==> src/rtl/seg_scan_driver.sv <==
// Time-multiplexed common-anode seven-segment driver: inputs latched once per frame,
// dead time at the start of every digit slot, per-digit blank, decimal point and blink.
module seg_scan_driver #(
   parameter int unsigned DIGITS       = 8,
   parameter int unsigned SCAN_DIV     = 100000,
   parameter int unsigned DEAD         = 2000,
   parameter int unsigned BLINK_FRAMES = 50
) (
   input  logic                  clk,
   input  logic                  rst_n,
   input  logic [4*DIGITS-1:0]   digits,
   input  logic [DIGITS-1:0]     dp,
   input  logic [DIGITS-1:0]     blank,
   input  logic [DIGITS-1:0]     blink,
   output logic [DIGITS-1:0]     an,
   output logic [6:0]            seg,
   output logic                  seg_dp,
   output logic                  frame_done
);

   localparam int unsigned CNT_W = $clog2(SCAN_DIV);
   localparam int unsigned IDX_W = $clog2(DIGITS);
   localparam int unsigned FRM_W = (BLINK_FRAMES > 1) ? $clog2(BLINK_FRAMES) : 1;

   localparam logic [CNT_W-1:0] CNT_LAST = CNT_W'(SCAN_DIV - 1);
   localparam logic [CNT_W-1:0] CNT_DEAD = CNT_W'(DEAD);
   localparam logic [IDX_W-1:0] IDX_LAST = IDX_W'(DIGITS - 1);
   localparam logic [FRM_W-1:0] FRM_LAST = FRM_W'(BLINK_FRAMES - 1);

   logic [CNT_W-1:0]    cnt;
   logic [IDX_W-1:0]    idx;
   logic [FRM_W-1:0]    frame_cnt;
   logic                blink_phase;

   logic [4*DIGITS-1:0] sh_digits;
   logic [DIGITS-1:0]   sh_dp;
   logic [DIGITS-1:0]   sh_blank;
   logic [DIGITS-1:0]   sh_blink;

   logic                slot_end;
   logic                frame_end;
   logic [3:0]          nib;
   logic                cur_dp;
   logic                cur_blank;
   logic                cur_blink;
   logic                dark;
   logic [DIGITS-1:0]   an_nxt;
   logic [6:0]          seg_nxt;
   logic                dp_nxt;

   function automatic logic [6:0] decode(input logic [3:0] v);
      decode = 7'h7F;
      case (v)
         4'h0: decode = 7'h40;
         4'h1: decode = 7'h79;
         4'h2: decode = 7'h24;
         4'h3: decode = 7'h30;
         4'h4: decode = 7'h19;
         4'h5: decode = 7'h12;
         4'h6: decode = 7'h02;
         4'h7: decode = 7'h78;
         4'h8: decode = 7'h00;
         4'h9: decode = 7'h10;
         4'hA: decode = 7'h08;
         4'hB: decode = 7'h03;
         4'hC: decode = 7'h46;
         4'hD: decode = 7'h21;
         4'hE: decode = 7'h06;
         4'hF: decode = 7'h0E;
         default: decode = 7'h7F;
      endcase
   endfunction

   assign slot_end  = (cnt == CNT_LAST);
   assign frame_end = slot_end && (idx == IDX_LAST);

   always_ff @(posedge clk or negedge rst_n) begin
      if (!rst_n) begin
         cnt         <= '0;
         idx         <= '0;
         frame_cnt   <= '0;
         blink_phase <= 1'b0;
      end else begin
         cnt <= slot_end ? '0 : cnt + 1'b1;
         if (slot_end)
            idx <= (idx == IDX_LAST) ? '0 : idx + 1'b1;
         if (frame_end) begin
            if (frame_cnt == FRM_LAST) begin
               frame_cnt   <= '0;
               blink_phase <= ~blink_phase;
            end else begin
               frame_cnt <= frame_cnt + 1'b1;
            end
         end
      end
   end

   // Blank resets to all ones so the first frame after reset stays dark.
   always_ff @(posedge clk or negedge rst_n) begin
      if (!rst_n) begin
         sh_digits <= '0;
         sh_dp     <= '0;
         sh_blank  <= '1;
         sh_blink  <= '0;
      end else if (frame_end) begin
         sh_digits <= digits;
         sh_dp     <= dp;
         sh_blank  <= blank;
         sh_blink  <= blink;
      end
   end

   always_comb begin
      nib       = '0;
      cur_dp    = 1'b0;
      cur_blank = 1'b0;
      cur_blink = 1'b0;
      an_nxt    = '1;
      seg_nxt   = '1;
      dp_nxt    = 1'b1;
      for (int unsigned i = 0; i < DIGITS; i++) begin
         if (idx == IDX_W'(i)) begin
            nib       = sh_digits[4*i +: 4];
            cur_dp    = sh_dp[i];
            cur_blank = sh_blank[i];
            cur_blink = sh_blink[i];
         end
      end
      dark = (cnt < CNT_DEAD) || cur_blank || (cur_blink && blink_phase);
      if (!dark) begin
         for (int unsigned i = 0; i < DIGITS; i++) begin
            if (idx == IDX_W'(i))
               an_nxt[i] = 1'b0;
         end
         seg_nxt = decode(nib);
         dp_nxt  = ~cur_dp;
      end
   end

   always_ff @(posedge clk or negedge rst_n) begin
      if (!rst_n) begin
         an         <= '1;
         seg        <= '1;
         seg_dp     <= 1'b1;
         frame_done <= 1'b0;
      end else begin
         an         <= an_nxt;
         seg        <= seg_nxt;
         seg_dp     <= dp_nxt;
         frame_done <= frame_end;
      end
   end

endmodule

==> config.mk <==
export PLATFORM = sky130hd
export DESIGN_NAME = seg_scan_driver
export DESIGN_NICKNAME = d
export VERILOG_FILES = /design/src/rtl/seg_scan_driver.sv
export SDC_FILE = /design/constraint.sdc
export NUM_CORES = 1
export LEC_CHECK = 0
export CAP_MARGIN = 30
export CORE_ASPECT_RATIO = 0.9
export CORE_UTILIZATION = 49
export DETAILED_ROUTE_END_ITERATION = 12
export PLACE_DENSITY = 0.88
export SKIP_CTS_REPAIR_TIMING = 1
export SYNTH_ARGS = -nofsm -noshare
export SYNTH_HDL_FRONTEND = slang
export SYNTH_SLANG_ARGS = --single-unit
==> constraint.sdc <==
create_clock -name clk -period 3.15 [get_ports clk]
set_clock_uncertainty 0.2 [all_clocks]
set_input_delay 0.63 -clock clk [delete_from_list [all_inputs] [get_ports clk]]
set_output_delay 0.63 -clock clk [all_outputs]
set_load 0.05 [all_outputs]
Yosys cells after proc, flatten, opt, wreduce, memory -nomap -nowiden

Memories as Yosys holds them, arrays and structs flattened.
Cells that the tools add are included.

Add/subtract/negate cells: 3
Magnitude comparators: 1
Eq/ne operators: 9
Multiplexer cells: 46
Bitwise gates (word level): 2
Reduce and logical (&&, ||, !) cells: 6

Operators by type and width:

| kind                    | number |
|---|---|
| $mux W1                 | 33 |
| $mux W4                 | 8 |
| $add A17 B1 Y17 const B | 1 |
| $eq A17 B17 Y1 const B  | 1 |
| $lt A17 B11 Y1 const B  | 1 |
| $mux W17                | 1 |
| $eq A3 B3 Y1 const B    | 4 |
| $mux W8                 | 1 |
| $mux W7                 | 1 |
| $add A6 B1 Y6 const B   | 1 |
| $eq A3 B2 Y1 const B    | 2 |
| $eq A6 B6 Y1 const B    | 1 |
| $mux W6                 | 1 |
| $add A3 B1 Y3 const B   | 1 |
| $eq A3 B1 Y1 const B    | 1 |
| $logic_not A3 Y1        | 1 |
| $mux W3                 | 1 |
| $logic_and A1 B1 Y1     | 2 |
| $logic_or A1 B1 Y1      | 2 |
| $not A1 Y1              | 2 |
| $reduce_and A2 Y1       | 1 |

Register bits: 100
Memory bits (read-only): 112
Bits of input ports: 58
Word-level logic and storage cells: 80
Memories: 1

Memory list:

| name            | words | bits a word | read ports | clocked after memory_dff | write ports | line | text |
|---|---|---|---|---|---|---|---|
| (no name shown) | 16    | 7           | 1          | 0                        | 0           | 53   | `case (v)` |

Depth between registers and ports, before layout

Gate-level depths: netlist of the first run.

Depth after elaboration: 12
Mapped depth: 14

Worst setup path after synthesis of the first run

Ideal clock, no wire load.

Path type: flip-flop to flip-flop
Start: reg idx[0]
End: reg seg[3]
Library setup time: 0.072 ns
Arrival: 2.777 ns
Data required time: 2.878 ns
Slack: 0.101 ns
Stages on the path, launching flop included: 15
Cells stage by stage: dfrtp_1 -> inv_1 -> ha_1 -> buf_2 -> buf_2 -> buf_1 -> a21oi_1 -> o221ai_1 -> o2111ai_1 -> and2_1 -> inv_1 -> ha_1 -> or3b_2 -> o211a_1 -> o21ai_1

Longest elaborated chain between the ends: 12

Ends and longest elaborated chain:

| what                                                    | line | text |
|---|---|---|
| start: declaration                                      | 31   | `logic [IDX_W-1:0] idx;` |
| start signal: assignment                                | 86   | `idx <= (idx == IDX_LAST) ? '0 : idx + 1'b1;` |
| branches (longest 11 deep; another with $mem_v2 Z16 W7) | -    |  |
| $mux W7 (*)                                             | 130  | `if (!dark) begin` |
| via seg_nxt[3]                                          | 48   | `logic [6:0] seg_nxt;` |
| end signal: assignment                                  | 148  | `seg <= seg_nxt;` |
| end: declaration                                        | 16   | `output logic [6:0] seg,` |

Mark *: on every way through the listed nets, which the timed path passes.
A chain may end at the register's enable or synchronous reset.

Final worst setup path of the first run

Ends and elaborated chain as after synthesis.

==> run metrics, run 1 <==
outcome=complete, no violations; CTS Root Cell=clkbuf_8; worst reg2reg path depth=13; CTS tree=built; fin cells=about 740; DRC=0; most area-hungry cell type in the Yosys netlist=dfrtp_1; pin count of the biggest net entering global routing=53; Worst slew margin=0.5276; nets=680; Final Hold Vio Count=0; Final period util=0.9574; asr flop ratio synth=1.000; global-route wire length before repair=between 15000 and 20000 um; Ant. Diodes=0; syn avg cell area=a little over 9 sq um; Routed Antenna Nets=0; R2R Path End=seg[3]; TritonCTS buffer count=9; LEAKAGE=between 2 and 3 nW; clk slew on worst S/H paths=around 0.090 ns; Die Span Y=96.99 um; Die W=roughly 110 um; vias per cell=~5.5; FMAX=0.3316 GHz; hold_ws=0.05998 ns; Yosys reg bits=100; total core area=between 9000 and 10000 sq um; grt ovf=0; Post-DP HPWL=about 8300 um; Critical R2R Launch=idx[0]; Ys Warns=0; post-synth net total=about 600; crit path max fanout=13; Syn Inst Count=537; insertion delay to the later sink of the worst-skew pair=~0.36 ns; most common flop cell mapped by yosys=dfrtp_1; Rows=34; placed insts=between 700 and 800; CP Launch Type=flip-flop; synth top area cells=dfrtp_1, nand2_1, dfstp_2, ha_1, o21ai_0; Routed WL per cell=15.34 um; top-area cell type share of the netlist area=0.3872; area grow syn2layout=22.52%; share of cells above drive strength 1=0.1193; endpoints failing setup=0; CP Data Arrival Time=slightly above 3 ns; gpl congestion=between 0.8 and 0.9; CP Data Required Time=around 3.2 ns; clock buffer depth=2; sequential fraction of the synthesis area=0.5155; Fillers=roughly 800; CTS sink cnt=100; gr usage total=0.2335; Pwr Density=~370 nW/um^2; Post-synth EDFFs=0; vias=just over 4000; vias in the first global route=slightly above 4000; Max Cap Viol=0; number of top-level pins=75; DRT Pass-1 Iters=5; Initial Util=0.5064; Setup crit end kind=flip-flop; DRT Wirelength=11320 um; RSZ-0062 raised after global routing=yes; worst vdd ir=roughly 0.24 mV; initial drt markers=approximately 290; Max H-tree Level=3; Die Footprint=10430 sq um; worst-margin pin slew=approximately 0.7 ns; HP Class=in -> async; Mapped Area=4912 sq um; PortBufs=74; initial antenna violation count=0; total power after layout=between 2 and 2.5 mW; Final min period=approximately 3 ns; flop-to-flop setup slack=~0.13 ns; post-synth cell types=between 50 and 60; fin. max-slew vios=0; critical path class=reg -> reg
## critical path, stage by stage, from the launching register on
cell and delay, ns:
dfrtp_1 0.41, ha_1 0.23, ha_1 0.20, buf_4 0.19, a21o_1 0.16, a21oi_1 0.15
o311a_1 0.20, a22oi_1 0.08, buf_4 0.17, inv_2 0.08, ha_1 0.13, or3b_2 0.46
o211a_1 0.14, o21ai_1 0.15
## worst max-delay path by stage
stage,slack (ns),startpoint,end
after global routing,-0.01,idx[1],seg[1]
after floorplan,0.10,idx[0],seg[3]
after global placement,0.17,idx[0],seg[3]
after detailed placement,0.06,idx[0],seg[3]
final,0.13,idx[0],seg[3]
after CTS,0.02,idx[0],seg[3]
## power breakdown
| group | leakage [nW] | switching [mW] | internal (mW) |
|---|---|---|---|
| clock network | 0.106 | 0.437 | 0.412 |
| registers | 1.05 | 0 | 1.28 |
| logic | 1.51 | 0.0343 | 0.0642 |
## layout by cell type, fill, tap and decap left out, types with 3 or more instances in the layout
cell type / synthesis / layout
clkbuf_8: 0 / 11
o21a_1: 3 / 3
a21oi_1: 17 / 17
dfstp_2: 24 / 24
a221oi_1: 6 / 6
dfrtp_1: 76 / 76
and3_1: 7 / 6
nor2_1: 15 / 15
nand4_1: 3 / 3
xnor2_1: 7 / 7
xor2_1: 9 / 9
buf_4: 1 / 14
nand3_1: 18 / 17
o31ai_1: 4 / 3
a21o_1: 4 / 4
inv_1: 21 / 19
clkdlybuf4s50_1: 0 / 73
nand3b_1: 7 / 7
and2_1: 5 / 4
nor2b_1: 7 / 6
o221ai_1: 5 / 4
o21ai_0: 21 / 21
nand2_1: 182 / 182
ha_1: 15 / 14
nor3_1: 8 / 8
## layer usage
metal / share of wire / GRT usage
met4: 0.016 / 0.06533
met1: 0.43 / 0.3043
met2: 0.49 / 0.3836
met5: 0 / 0
met3: 0.061 / 0.05997
## cell type report
cell class	count	area, sq um	area share
Clock buffer	11	151.4	0.02516
Clock inverter	5	60.06	0.009979
Inverter	22	82.58	0.01372
Multi-Input combinational cell	386	2178	0.3620
Sequential cell	100	2532	0.4208
Tap cell	126	157.7	0.02620
Timing Repair Buffer	88	855.8	0.1422
## cells by family after synthesis
logic type,synth area share
DFF,0.5155
adders and majority gates,0.03821
and+or+nand+nor,0.2394
buffers and inverters,0.04789
muxes,0.004076
xor gates and xnor gates,0.02853
AOI/OAI and AO/OA,0.1263
## synthesized netlist by cell type, types with 3 or more instances
master and number:
nand2_1 182, dfrtp_1 76, dfstp_2 24, inv_1 21, o21ai_0 21, nand3_1 18, a21oi_1 17, ha_1 15
nor2_1 15, buf_2 14, clkbuf_1 9, xor2_1 9, nor3_1 8, and3_1 7, nand3b_1 7, nor2b_1 7
xnor2_1 7, a221oi_1 6, and2_1 5, o221ai_1 5, a21o_1 4, o31ai_1 4, buf_6 3, nand4_1 3
o2111ai_1 3, o21a_1 3
## state kept, by name, indices dropped and copies added (netlist names)
signal	count
sh_blink	8
seg_dp	1
sh_digits	32
sh_dp	8
cnt	17
seg	7
an	8
frame_done	1
blink_phase	1
sh_blank	8
idx	3
frame_cnt	6
## metrics by stage
stage / utilization / cell area, sq um / setup WS, ns / TNS, ns
floorplan: - / 4912 / 0.1007 / 0
detailed placement: 0.5958 / 5779 / 0.05623 / 0
global placement: 0.5958 / 5779 / 0.1702 / 0
global route: 0.6205 / 6018 / -0.01046 / -0.01969
finish: 0.6205 / 6018 / 0.1341 / 0
CTS: 0.6176 / 5991 / 0.01586 / 0
Power figures use the tool's default switching activity.
==> run 2, diff against run 1 <==
ABC_AREA = 0   (was not set)
==> results of run 2 <==
Final layout, timing and power as in run 1 (identical DEF).
==> run 3, diff against run 2 <==
CORE_UTILIZATION = 35   (was 49)
PLACE_DENSITY = 0.7   (was 0.88)
SETUP_SLACK_MARGIN = 0.4   (was not set)
==> run 3 against run 2 <==
Against the previous run: die area grew 39%; setup slack gained 0.19 ns; non-clock buffer count rose by 11; combinational power about the same; clock power rose by 40%; cell count grew 7.2%; sequential cell count did not move; via count decreased by 0.42%; worst hold slack worse by 0.035 ns; register-to-register slack better by 0.19 ns; first-iteration DRC count decreased by 7.6%; sequential share of layout area fell by 2.5 points.
==> run metrics, run 3 (same netlist as run 1, synthesis figures left out) <==
outcome=complete, no violations; gr usage total=0.1736; final cell area excluding filler cells=~6400 sq um; vias per cell=roughly 5.1; FMAX=~0.35 GHz; nets=just under 700; worst reg2reg path depth=11; LEAKAGE=2.791 nW; DRT Pass-1 Iters=5; DRC=0; PortBufs=74; vias in the first global route=3858; total core area=between 10000 and 15000 sq um; Routed WL per cell=about 15 um; Final min period=~2.8 ns; TritonCTS buffer count=9; crit path max fanout=5; Net Sw Power=0.5068 mW; vias=4029; CTS tree=built; Routed Antenna Nets=0; pin count of the biggest net entering global routing=between 60 and 70; Final Hold Vio Count=0; max reg flops=32; most common cell after layout, fill and taps aside=nand2_1; Max Cap Viol=0; Pwr Density=402.5 nW/um^2; flop-to-flop setup slack=0.33 ns; Post-DP HPWL=between 8000 and 9000 um; dpl cell area=5852 sq um; setup tns final=0 ns; insertion delay to the later sink of the worst-skew pair=about 0.35 ns; CP Launch Type=flip-flop; R2R Path End=seg[2]; gpl congestion=0.9454; Die Span Y=approximately 110 um; RSZ-0062 raised after global routing=yes; global-route wire length before repair=19520 um; CP endpoint=seg[2]; endpoints failing setup=0; Worst slew margin=0.4906; critical path launch point=idx[0]; HP Class=in -> async; Die Footprint=14510 sq um; CTS sink cnt=100; Top Registers=sh_digits x32, cnt x17; total power after layout=between 2 and 3 mW; sw frac=0.1966; clock network fraction of total power=0.463; share of cells above drive strength 1=0.1637; DRT Wirelength=12030 um; clock buffer depth=2; fin. max-slew vios=0; Logic pwr share=0.038; initial antenna violation count=0; Max H-tree Level=3; worst vdd ir=0.2588 mV; Ant. Diodes=0; Rows=40; power share of the sequential group=0.498; worst-margin pin slew=~0.76 ns; area grow syn2layout=30.39%; Largest Register=sh_digits; Die W=126.9 um; Setup crit end kind=flip-flop; grt ovf=0; placed insts=763; number of top-level pins=75; hold_ws=0.02487 ns; CTS Root Cell=clkbuf_16; CP Data Required Time=around 3.2 ns; clk slew on worst S/H paths=0.07 ns; Initial Util=0.3635; commonest non-fill, non-tap cells in the layout=nand2_1, dfrtp_1, clkdlybuf4s50_1; initial drt markers=269; CP Data Arrival Time=2.87 ns; fin cells=a little under 800; Critical R2R Launch=idx[0]; Final period util=0.8956; critical path class=reg -> reg; P_int=~2.1 mW
-- run 3: metrics by stage --
step,util,setup slack (ns)
4_1_cts,0.4571,0.04529
3_5_place_dp,0.4331,0.08428
5_1_grt,0.4740,0.2306
3_3_place_gp,0.4331,0.1947
2_1_floorplan,-,0.4208
6_report,0.4740,0.3288
-- run 3: power by group through the flow --
| stage | clock network [mW] | logic [mW] | registers (mW) |
|---|---|---|---|
| 2_1_floorplan | 0 | 0.000790 | 1.31 |
| 3_3_place_gp | 0 | 0.0984 | 1.31 |
| 3_5_place_dp | 0 | 0.101 | 1.31 |
| 4_1_cts | 1.22 | 0.101 | 1.28 |
| 5_1_grt | 1.27 | 0.108 | 1.28 |
| 6_report | 1.19 | 0.0986 | 1.29 |
-- run 3: critical path, stage by stage, from the launching register on --
cell and delay (ns):
dfrtp_2 0.47, ha_4 0.19, ha_4 0.15, or2_4 0.27, a21o_1 0.17, o221ai_2 0.14, o2111ai_2 0.15, and2_4 0.20
inv_4 0.07, ha_4 0.11, or3b_4 0.37, o221ai_1 0.22
-- run 3: worst min-delay path by stage --
| stage | start | endpoint | slack, ns | cells past startpoint |
|---|---|---|---|---|
| 6_report | rst_n | sh_digits[25] | 0.02 | 1 |
| 4_1_cts | rst_n | sh_digits[24] | 0.04 | 1 |
| 3_3_place_gp | sh_blank[4] | sh_blank[4] | 0.25 | 2 |
| 2_1_floorplan | rst_n | blink_phase | 0.13 | 0 |
| 5_1_grt | rst_n | sh_digits[26] | 0.06 | 1 |
| 3_5_place_dp | sh_blank[7] | sh_blank[7] | 0.26 | 2 |
-- run 3: per-layer routing --
| layer | wire [um] | GRT usage | up-vias |
|---|---|---|---|
| li1 | - | - | 1964 |
| met3 | 616 | 0.03832 | 17 |
| met5 | 0 | 0 | - |
| met1 | 5755 | 0.2498 | 1938 |
| met2 | 5449 | 0.2579 | 110 |
| met4 | 208 | 0.06032 | 0 |
-- run 3: area by class of cell --
cell class | count | area (sq um)
clock buffers | 11 | 242.7
inverters | 22 | 92.59
clock inverters | 5 | 82.58
fillers | 1269 | 7108
well taps | 168 | 210.2
repair buffers | 99 | 958.4
multi-input cells | 386 | 2283
flip-flops and latches | 100 | 2535
